### config.mk
export PLATFORM = sky130hd
export DESIGN_NAME = weight_pattern_gen8
export DESIGN_NICKNAME = d
export VERILOG_FILES = /design/src/rtl/weight_pattern_gen8.sv
export SDC_FILE = /design/constraint.sdc
export NUM_CORES = 1
export LEC_CHECK = 0
export CELL_PAD_IN_SITES_DETAIL_PLACEMENT = 1
export CELL_PAD_IN_SITES_GLOBAL_PLACEMENT = 2
export CORE_ASPECT_RATIO = 1.2
export CORE_MARGIN = 1
export CORE_UTILIZATION = 32
export DETAILED_ROUTE_END_ITERATION = 7
export PLACE_DENSITY = 0.78
export SYNTH_ARGS = -nofsm -noshare
export SYNTH_HDL_FRONTEND = slang
export SYNTH_SLANG_ARGS = --single-unit
export TNS_END_PERCENT = 1
### constraint.sdc
create_clock -name CLK -period 2.55 [get_ports CLK]
set_input_delay 0.3825 -clock CLK [delete_from_list [all_inputs] [get_ports CLK]]
set_output_delay 0.3825 -clock CLK [all_outputs]
set_load 0.01 [all_outputs]
### src/rtl/weight_pattern_gen8.sv
// rtl/weight_pattern_gen8.sv - streams every 8-bit word of popcount K in ascending order
module weight_pattern_gen8 (
   input  logic       CLK,
   input  logic       RESETN,
   input  logic       start,
   input  logic [3:0] K,
   output logic       busy,
   output logic [7:0] O,
   output logic       valid,
   input  logic       ready,
   output logic       last,
   output logic [6:0] IDX,
   output logic       err
);

   typedef enum logic {
      ST_IDLE   = 1'b0,
      ST_STREAM = 1'b1
   } state_t;

   state_t     r_state;
   logic [3:0] r_k;
   logic [7:0] r_o;
   logic [6:0] r_idx;
   logic       r_valid;
   logic       r_busy;
   logic       r_last;
   logic       r_err;

   state_t     w_state_n;
   logic [3:0] w_k_n;
   logic [7:0] w_o_n;
   logic [6:0] w_idx_n;
   logic       w_valid_n;
   logic       w_busy_n;
   logic       w_last_n;
   logic       w_err_n;

   logic [8:0] w_first_wide;
   logic [7:0] w_first;
   logic [7:0] w_top_in;
   logic [7:0] w_top_lat;
   logic [7:0] w_c;
   logic [7:0] w_r;
   logic [2:0] w_ctz;
   logic [7:0] w_next;
   logic       w_k_legal;
   logic       w_accept;

   // Trailing-zero count of a one-hot (or zero) byte; zero maps to 0.
   function automatic logic [2:0] f_ctz(input logic [7:0] v);
      logic [2:0] n;
      n = 3'd0;
      for (int i = 7; i >= 0; i--) begin
         if (v[i]) n = i[2:0];
      end
      return n;
   endfunction

   // Smallest word of weight K: the low K bits set. Nine bits so K=8 yields 0xFF.
   assign w_first_wide = (9'd1 << K) - 9'd1;
   assign w_first      = w_first_wide[7:0];

   // Largest word of a weight: the top K bits set; K=0 gives 0x00, K=8 gives 0xFF.
   assign w_top_in  = ~(8'hFF >> K);
   assign w_top_lat = ~(8'hFF >> r_k);

   // Next larger word with the same popcount (Gosper's step on 8 bits).
   // c isolates the lowest set bit, r ripples it into the next zero, and the
   // bits that changed are shifted back down to refill the bottom.
   assign w_c    = r_o & (~r_o + 8'd1);
   assign w_r    = r_o + w_c;
   assign w_ctz  = f_ctz(w_c);
   assign w_next = (((w_r ^ r_o) >> 2) >> w_ctz) | w_r;

   assign w_k_legal = (K <= 4'd8);
   assign w_accept  = r_valid & ready;

   // State and output registers; every output is driven from a flop.
   always_ff @(posedge CLK) begin
      if (!RESETN) begin
         r_state <= ST_IDLE;
         r_k     <= 4'd0;
         r_o     <= 8'h00;
         r_idx   <= 7'd0;
         r_valid <= 1'b0;
         r_busy  <= 1'b0;
         r_last  <= 1'b0;
         r_err   <= 1'b0;
      end else begin
         r_state <= w_state_n;
         r_k     <= w_k_n;
         r_o     <= w_o_n;
         r_idx   <= w_idx_n;
         r_valid <= w_valid_n;
         r_busy  <= w_busy_n;
         r_last  <= w_last_n;
         r_err   <= w_err_n;
      end
   end

   // Next-state and next-output decode; holding is the default so stalls keep O/IDX/last.
   always_comb begin
      w_state_n = r_state;
      w_k_n     = r_k;
      w_o_n     = r_o;
      w_idx_n   = r_idx;
      w_valid_n = r_valid;
      w_busy_n  = r_busy;
      w_last_n  = r_last;
      w_err_n   = 1'b0;

      case (r_state)
         ST_IDLE: begin
            if (start) begin
               if (w_k_legal) begin
                  w_state_n = ST_STREAM;
                  w_k_n     = K;
                  w_o_n     = w_first;
                  w_idx_n   = 7'd0;
                  w_valid_n = 1'b1;
                  w_busy_n  = 1'b1;
                  w_last_n  = (w_first == w_top_in);
               end else begin
                  w_err_n = 1'b1;
               end
            end
         end

         ST_STREAM: begin
            // start is deliberately not looked at here; K stays as latched.
            if (w_accept) begin
               if (r_last) begin
                  w_state_n = ST_IDLE;
                  w_k_n     = 4'd0;
                  w_o_n     = 8'h00;
                  w_idx_n   = 7'd0;
                  w_valid_n = 1'b0;
                  w_busy_n  = 1'b0;
                  w_last_n  = 1'b0;
               end else begin
                  w_o_n    = w_next;
                  w_idx_n  = r_idx + 7'd1;
                  w_last_n = (w_next == w_top_lat);
               end
            end
         end

         default: begin
            w_state_n = ST_IDLE;
         end
      endcase
   end

   assign busy  = r_busy;
   assign O     = r_o;
   assign valid = r_valid;
   assign last  = r_last;
   assign IDX   = r_idx;
   assign err   = r_err;

endmodule

Word level (Yosys, flattened, before mapping)
Cells that the tools add are included.
{ "totals": {"ff_bits": 23, "inputBits": 8, "wordCells": 74} }
{ "classes": {"n_addsub": 4, "order_cmp": 1, "n_eq_ne": 6, "n_shift": 4, "n_mux": 39, "bitwise": 10, "n_reduce_logical": 3} }
{ "op_table": {"columns": ["cell", "n"], "rows": [
  ["$mux W8", 4],
  ["$mux W7", 4],
  ["$mux W3", 8],
  ["$not A8 Y8", 3],
  ["$eq A8 B8 Y1", 2],
  ["$mux W4", 4],
  ["$pmux W8 S2", 1],
  ["$shr A8 B4 Y8 const A", 2],
  ["$pmux W7 S2", 1],
  ["$mux W1", 13],
  ["$add A8 B1 Y8 const B", 1],
  ["$add A8 B8 Y8", 1],
  ["$and A8 B8 Y8", 1],
  ["$or A8 B8 Y8", 1],
  ["$pmux W4 S2", 1],
  ["$shl A1 B4 Y8 const A", 1],
  ["$shr A6 B3 Y8", 1],
  ["$sub A8 B1 Y8 const B", 1],
  ["$xor A8 B8 Y8", 1],
  ["$add A7 B1 Y7 const B", 1],
  ["$pmux W1 S2", 3],
  ["$le A4 B4 Y1 const B", 1],
  ["$ne A2 B1 Y1 const B", 2],
  ["$ne A2 B2 Y1 const B", 2],
  ["5 further kinds", 7]
]} }

Depth between registers and ports, before layout
Gate-level depths: netlist of run 1.
{ "depth": {"ltp_word": 17, "ltp_mapped": 10, "mapped_depth_nobuf": 8} }

Worst setup path before layout of run 1
Ideal clock, no wire load.
{ "synth_path": {"path_type": "flip-flop to flip-flop", "startpoint": "reg r_o[0], in the netlist O[0]", "endpoint": "reg r_last, in the netlist last", "setup_ns": 0.117, "arrival_time_ns": 2.191, "t_required_ns": 2.433, "slack_ns": 0.242, "stages_incl_launch_ff": 9, "period_less_slack_ns": 2.308, "cell_sequence": "dfxtp_1 buf_6 or4_4 a211oi_4 a31oi_4 mux2i_4 o221ai_2 mux2_4 a32o_1"} }
{ "synth_between": {"elab_chain_len": 17, "word_cells_on_any_way": 19, "classes_between": "add/sub (2); eq/ne (1); shift (1); mux (11); bitwise (4)"} }
{ "synth_lines": {"columns": ["item", "line_no", "rtl"], "rows": [
  ["from (decl)", "23", "logic [7:0] r_o;"],
  ["from (signal assigned)", "93", "r_o <= w_o_n;"],
  ["$not A8 Y8", "71", "assign w_c = r_o & (~r_o + 8'd1);"],
  ["$add A8 B1 Y8", "71", null],
  ["$and A8 B8 Y8", "71", null],
  ["$mux W3 (8 in series)", "55", "if (v[i]) n = i[2:0];"],
  ["$shr A6 B3 Y8", "74", "assign w_next = (((w_r ^ r_o) >> 2) >> w_ctz) | w_r;"],
  ["$or A8 B8 Y8 (*)", "74", null],
  ["$eq A8 B8 Y1 (*)", "144", "w_last_n = (w_next == w_top_lat);"],
  ["$mux W1 (*)", "133", "if (r_last) begin"],
  ["$mux W1 (*)", "132", "if (w_accept) begin"],
  ["$pmux W1 S2 (*)", "113", "case (r_state)"],
  ["to (signal assigned)", "97", "r_last <= w_last_n;"],
  ["to (decl)", "27", "logic r_last;"]
]} }
Mark *: on every way between the ends. The rest lies on a longest branch, timed or not. The select of a mux whose other input is x is not followed.
A chain may end at the register's enable or synchronous reset.

Worst setup path in the final report of run 1
Same ends and word-level chain as after synthesis.

==> flow_metrics.tcl, run 1 <==
set metrics [dict create \
    outcome "complete, no violations" \
    switchingPower_uw 464 \
    timing.critical_path.required_ps 2720 \
    yosys.area.top_type "dfxtp_1" \
    synth_seq_cells 23 \
    fmax_mhz 422 \
    synth-main-ff-cell "dfxtp_1" \
    synth_area_leaders "dfxtp_1 (24%), a21oi_1 (3.9%), o21ai_0 (3.9%), nand2_1 (3.7%), nor2b_1 (3.5%)" \
    htreeDepth 1 \
    p_per_area_nw_per_um2 483 \
    cts.sinks 23 \
    die_h_um 87.5 \
    internal_power_uw 743 \
    power_mw 1.21 \
    clkPwrFrac_pct 19.8 \
    drtPass1Iterations 4 \
    drive_gt1_share_pct 21.2 \
    hold_start "IDX[6]" \
    start_kind "register" \
    pre_cts_ws_ps 106 \
    num_vias 2062 \
    yosys_warnings 0 \
    drc 0 \
    dp_hpwl_um 4760 \
    hold_violations 0 \
    p_leak_nw 0.958 \
    routed_wl_um 6190 \
    tns_ps 0 \
    worstSetupStartpoint "O[0]" \
    n_antenna_cell 0 \
    syn_nets 260 \
    overflow 0 \
    clock_latency_ps 270 \
    ys_types 65 \
    via_per_inst 5.60 \
    grt_pass1_vias 2058 \
    synth_cells 250 \
    final.setup.worst_slack_ps 181 \
    cts_root_buf "clkbuf_8" \
    rsz0062_at_grt "false" \
    wire_per_inst_um 16.8 \
    post-route-min-period_ps 2370 \
    synth.avg_cell_area_um2 7.80 \
    fin_cells 368 \
    grt_max_degree 20 \
    relSlewSlack_pct 53.7 \
    ant_nets 0 \
    cp.arrival_ps 2540 \
    die_x_um 73.3 \
    antenna_found_initial 0 \
    port_buffers 26 \
    setup_viol 0 \
    min_path_type "register to register" \
    grt_util_all_layers_pct 20.6 \
    die_area_um2 6410 \
    rows 30 \
    netlist_top_cells_count "dfxtp_1 (23), nand2_1 (19), clkbuf_1 (16), nor2_1 (16)" \
    grt_pass1_wl_um 10300 \
    synth_edf_count 0 \
    critical_path_class "register to register" \
    ir_drop_v 0.000326 \
    hold_buffers 0 \
    synth.cell_area_um2 1950 \
    r2r-start "O[0]" \
    cts_tree "built" \
    clock_path_buffers 2 \
    coreArea_um2 5780 \
    final_area_um2 2500 \
    maxCapViolCount 0 \
    fin_hold_ws_ps 497 \
    final_nets 299 \
    drv_slew 0 \
    synth.most_common_cell "dfxtp_1" \
    cts_inserted_buffers 3 \
    seq_area_frac_synth_pct 23.6 \
    area_delta_synth_final_pct 28.2 \
    netlist.area_leader.share_pct 23.6 \
    worstMarginPinSlew_ps 694 \
    numPlacedInstances 364 \
    fin_util_pct 43.2 \
    place_area_um2 2440 \
    num_io_pins 27 \
    path_clk_slew_ps 90 \
    finalCritPeriodShare_pct 92.9 \
    end_kind "register" \
    path_max_fanout 10 \
    fin_skew_ps 8.49 \
    async_flop_share_pct 0 \
    combPwrFrac_pct 45.1 \
    gp_congestion 0.846 \
    switching_share_pct 38.5 \
    seqPwrFrac_pct 35.1 \
    initial_core_util_pct 33.7 \
    first_iter_violations 69 \
]
## layer usage
metal  routed length (um)  up-vias  GRT usage (%)
met5                    0        -              0
met3                  197       10           2.20
li1                     -     1008              -
met4                  101        0           4.81
met2                 3190       43           37.5
met1                 2700     1001           25.6
## repair_timing
item	4_1_cts	5_1_grt
buffers inserted	0	0
gates resized for setup	0	4
endpoints found under the setup margin	0	1
## sequential cells by signal (all words and copies together), names as in the netlist
register / flops
err: 1
r_state: 1
busy: 1
r_k: 4
IDX: 7
O: 8
last: 1
## final timing paths
check	endpoint	cells past startpoint	slack [ps]
worst max-delay path	last	9	180
worst min-delay path	IDX[6]	1	500
worst max register to register	last	9	180
worst min register to register	IDX[6]	1	500
## power groups by stage
stage          clock [mW]  combinational, mW  sequential, mW
2_1_floorplan           0              0.360           0.417
3_3_place_gp            0              0.529           0.431
3_5_place_dp            0              0.534           0.431
4_1_cts             0.246              0.540           0.423
5_1_grt             0.260              0.597           0.430
6_report            0.239              0.545           0.423
## layout by cell type (no fill, tap or decap), types with 3 or more instances in the layout
| cell type | n |
|---|---|
| o211a_1 | 6 |
| clkdlybuf4s50_1 | 26 |
| nor3b_1 | 4 |
| inv_1 | 8 |
| clkbuf_8 | 3 |
| nor2b_1 | 11 |
| nand2_1 | 19 |
| dfxtp_1 | 21 |
| nand2b_1 | 9 |
| nor3_1 | 9 |
| nand3b_1 | 3 |
| xor2_1 | 3 |
| nor4_1 | 3 |
| a21oi_1 | 15 |
| o221ai_1 | 6 |
| nor2_1 | 16 |
| buf_4 | 31 |
| mux2i_1 | 3 |
| a31oi_1 | 9 |
| a22oi_1 | 4 |
| a211oi_1 | 3 |
| and3_1 | 3 |
| nand3_1 | 7 |
| o21ai_0 | 15 |
## cells by family after synthesis
logic type	Yosys count	synth area share, %
fa+ha+maj	2	1.28
buf+inv	31	6.93
simple gates	101	29.1
compound gates	84	33.6
flops	23	23.6
mux	6	4.04
xor+xnor	3	1.35
## layout make-up
type	instances	area, um^2
multi-input cells	196	1370
flip-flops and latches	23	463
clock inverters	1	5.00
inverters	8	30.0
repair buffers	57	493
well taps	80	100
clock buffers	3	41.3
fillers	733	3280
## critical path, stage by stage, from the launching register on
cell	delay (ps)
dfxtp_1	370
buf_4	180
nand2b_1	110
and4_2	310
a31oi_4	320
nand4_1	130
nand3_1	200
a31oi_1	110
mux2_4	270
a32o_1	250
Power figures use the tool's default switching activity.
==> inputs of run 2 (changes only) <==
--- a/config.mk
+++ b/config.mk
@@ -12,6 +12,7 @@
 export CORE_UTILIZATION = 32
 export DETAILED_ROUTE_END_ITERATION = 7
 export PLACE_DENSITY = 0.78
+export SLEW_MARGIN = 20
 export SYNTH_ARGS = -nofsm -noshare
 export SYNTH_HDL_FRONTEND = slang
 export SYNTH_SLANG_ARGS = --single-unit
==> results of run 2 <==
Final layout, timing and power as in run 1 (identical DEF).
==> inputs of run 3 (changes only) <==
--- a/config.mk
+++ b/config.mk
@@ -11,6 +11,7 @@
 export CORE_MARGIN = 1
 export CORE_UTILIZATION = 32
 export DETAILED_ROUTE_END_ITERATION = 7
+export GPL_ROUTABILITY_DRIVEN = 0
 export PLACE_DENSITY = 0.78
 export SLEW_MARGIN = 20
 export SYNTH_ARGS = -nofsm -noshare
==> results of run 3 <==
Final layout, timing and power as in run 1 (identical DEF).
==> RTL change (flow settings as in run 2) <==
The output `err` loses its register stage (`r_err` becomes a continuous assignment).
--- a/src/rtl/weight_pattern_gen8.sv
+++ b/src/rtl/weight_pattern_gen8.sv
@@ -87,5 +87,4 @@
          r_busy  <= 1'b0;
          r_last  <= 1'b0;
-         r_err   <= 1'b0;
       end else begin
          r_state <= w_state_n;
@@ -96,7 +95,8 @@
          r_busy  <= w_busy_n;
          r_last  <= w_last_n;
-         r_err   <= w_err_n;
       end
    end
+
+   assign r_err = w_err_n;
 
    // Next-state and next-output decode; holding is the default so stalls keep O/IDX/last.
Check against the original RTL: not equivalent (a bounded check fails within 4 cycles, from zero or initial values and one cycle with RESETN low).
==> RTL change against run 2 <==
Area after synthesis rose by 2.3%. Global-route usage rose by 0.43 points. Critical path depth fell by 1. Sequential cell count fell by 1. Setup slack got worse by 0.070 ns. Total power rose by 8.2%. Critical path type unchanged. Wire length rose by 5.9%. Via count rose by 9.0%. Design area rose by 6.0%.
==> RTL change: results (changes against run 2) <==
* FFs & Latches at 22 (-4.3%)
* Post-Synth Adder-Cell Area at 0.01255 (-0.0002899)
* Vias/cell at 5.632 (+0.51%)
* Worst slew margin at 0.5982 (+0.06135)
* RePlAce Congestion at 0.8271 (-2.2%)
* Clock network share of area at 0.02692 (+0.008397)
* First-pass GRT wire length at 10,540 um (+2.6%)
* DP HPWL at 5144 um (+8.1%)
* Total track usage at 0.2102 (+0.004288)
* Outcome: complete, no violations
* Largest net degree at the start of global routing at 18 (-10%)
* Plain + repair buffers at 65 (+14%)
* Top cells by area, synth: dfxtp_1 22%, a21oi_1 4.8%, o21ai_0 4.3%
* Share of cells above drive strength 1 at 0.1861 (-0.02569)
* Multi-input gate area at 0.001449 mm2 (+6.0%)
* Initial drt markers at 140 (+100%)
* Syn nets at 279 (+7.3%)
* Register area share after synthesis at 0.2208 (-0.01537)
* Multi-In Gates at 218 (+11%)
* CP arrival at 2.65 ns (+0.11 ns)
* Routed WL at 6562 um (+5.9%)
* Number of global-route vias before repair at 2,196 (+6.7%)
* Reg area at 442.9 um2 (-4.3%)
* Fill cell count at 759 (+3.5%)
* Reg-to-Reg Start: O[1]
* Worst VDD drop at 0.2236 mV (-31%)
* Fraction of synthesized cell area in xor and xnor cells at 0.03513 (+0.02165)
* Setup Skew at 0.004275 ns (-0.004213 ns)
* Signal buf overhead at 0.2088 (+0.01149)
[RTL change: cell count changes in the layout (fill, tap and decap cells not counted), moves of 3 or more]
cell,change
o221ai_1,-3
nor3b_1,-4
and3b_1,+4
nor2_1,+6
o211ai_1,+4
buf_4,+8
xnor2_1,+5
nand2_1,-4
a21oi_1,+4
a31oi_1,-3
[RTL change: path summary, 6_finish.rpt]
kind	cells after the start	slack (ns)	endpoint
worst max-delay path	8	0.11	last
worst min-delay path	2	0.50	IDX[6]
worst max register to register	8	0.11	last
worst min register to register	2	0.50	IDX[6]
[RTL change: what timing repair did]
item,in CTS,in global routing
resized for setup,0,5
endpoints found under the setup margin,0,2
hold endpoints to repair,0,0
[RTL change: cell families (layout without fill, tap and decap cells)]
family	after synthesis	in the layout
xor gates and xnor gates	8	8
adders and majority gates	2	2
and+or+nand+nor	106	106
AOI/OAI and AO/OA	99	99
DFF	22	22
buffers and inverters	29	77
muxes	3	3
[RTL change: routing by layer]
metal  wire [um]  up-vias  global-route usage
met5           0        -                   0
met3         150       13             0.01708
met2        3276       42              0.3686
met4         165        0             0.08217
li1            -     1114                   -
met1        2969     1078              0.2638
[RTL change: where the power goes]
group          internal (mW)  switching [mW]
combinational          0.255           0.299
clock                  0.210           0.139
sequential             0.365          0.0374
total                  0.830           0.476
[RTL change: metrics by stage]
stage	hold slack, ns	worst slack [ns]	area [um2]
2_1_floorplan	0.5023	0.2259	1994
3_3_place_gp	0.4668	0.004491	2555
3_5_place_dp	0.4839	-0.02963	2555
4_1_cts	0.5043	0.001583	2626
5_1_grt	0.5373	-0.0005389	2649
6_report	0.5036	0.1105	2649
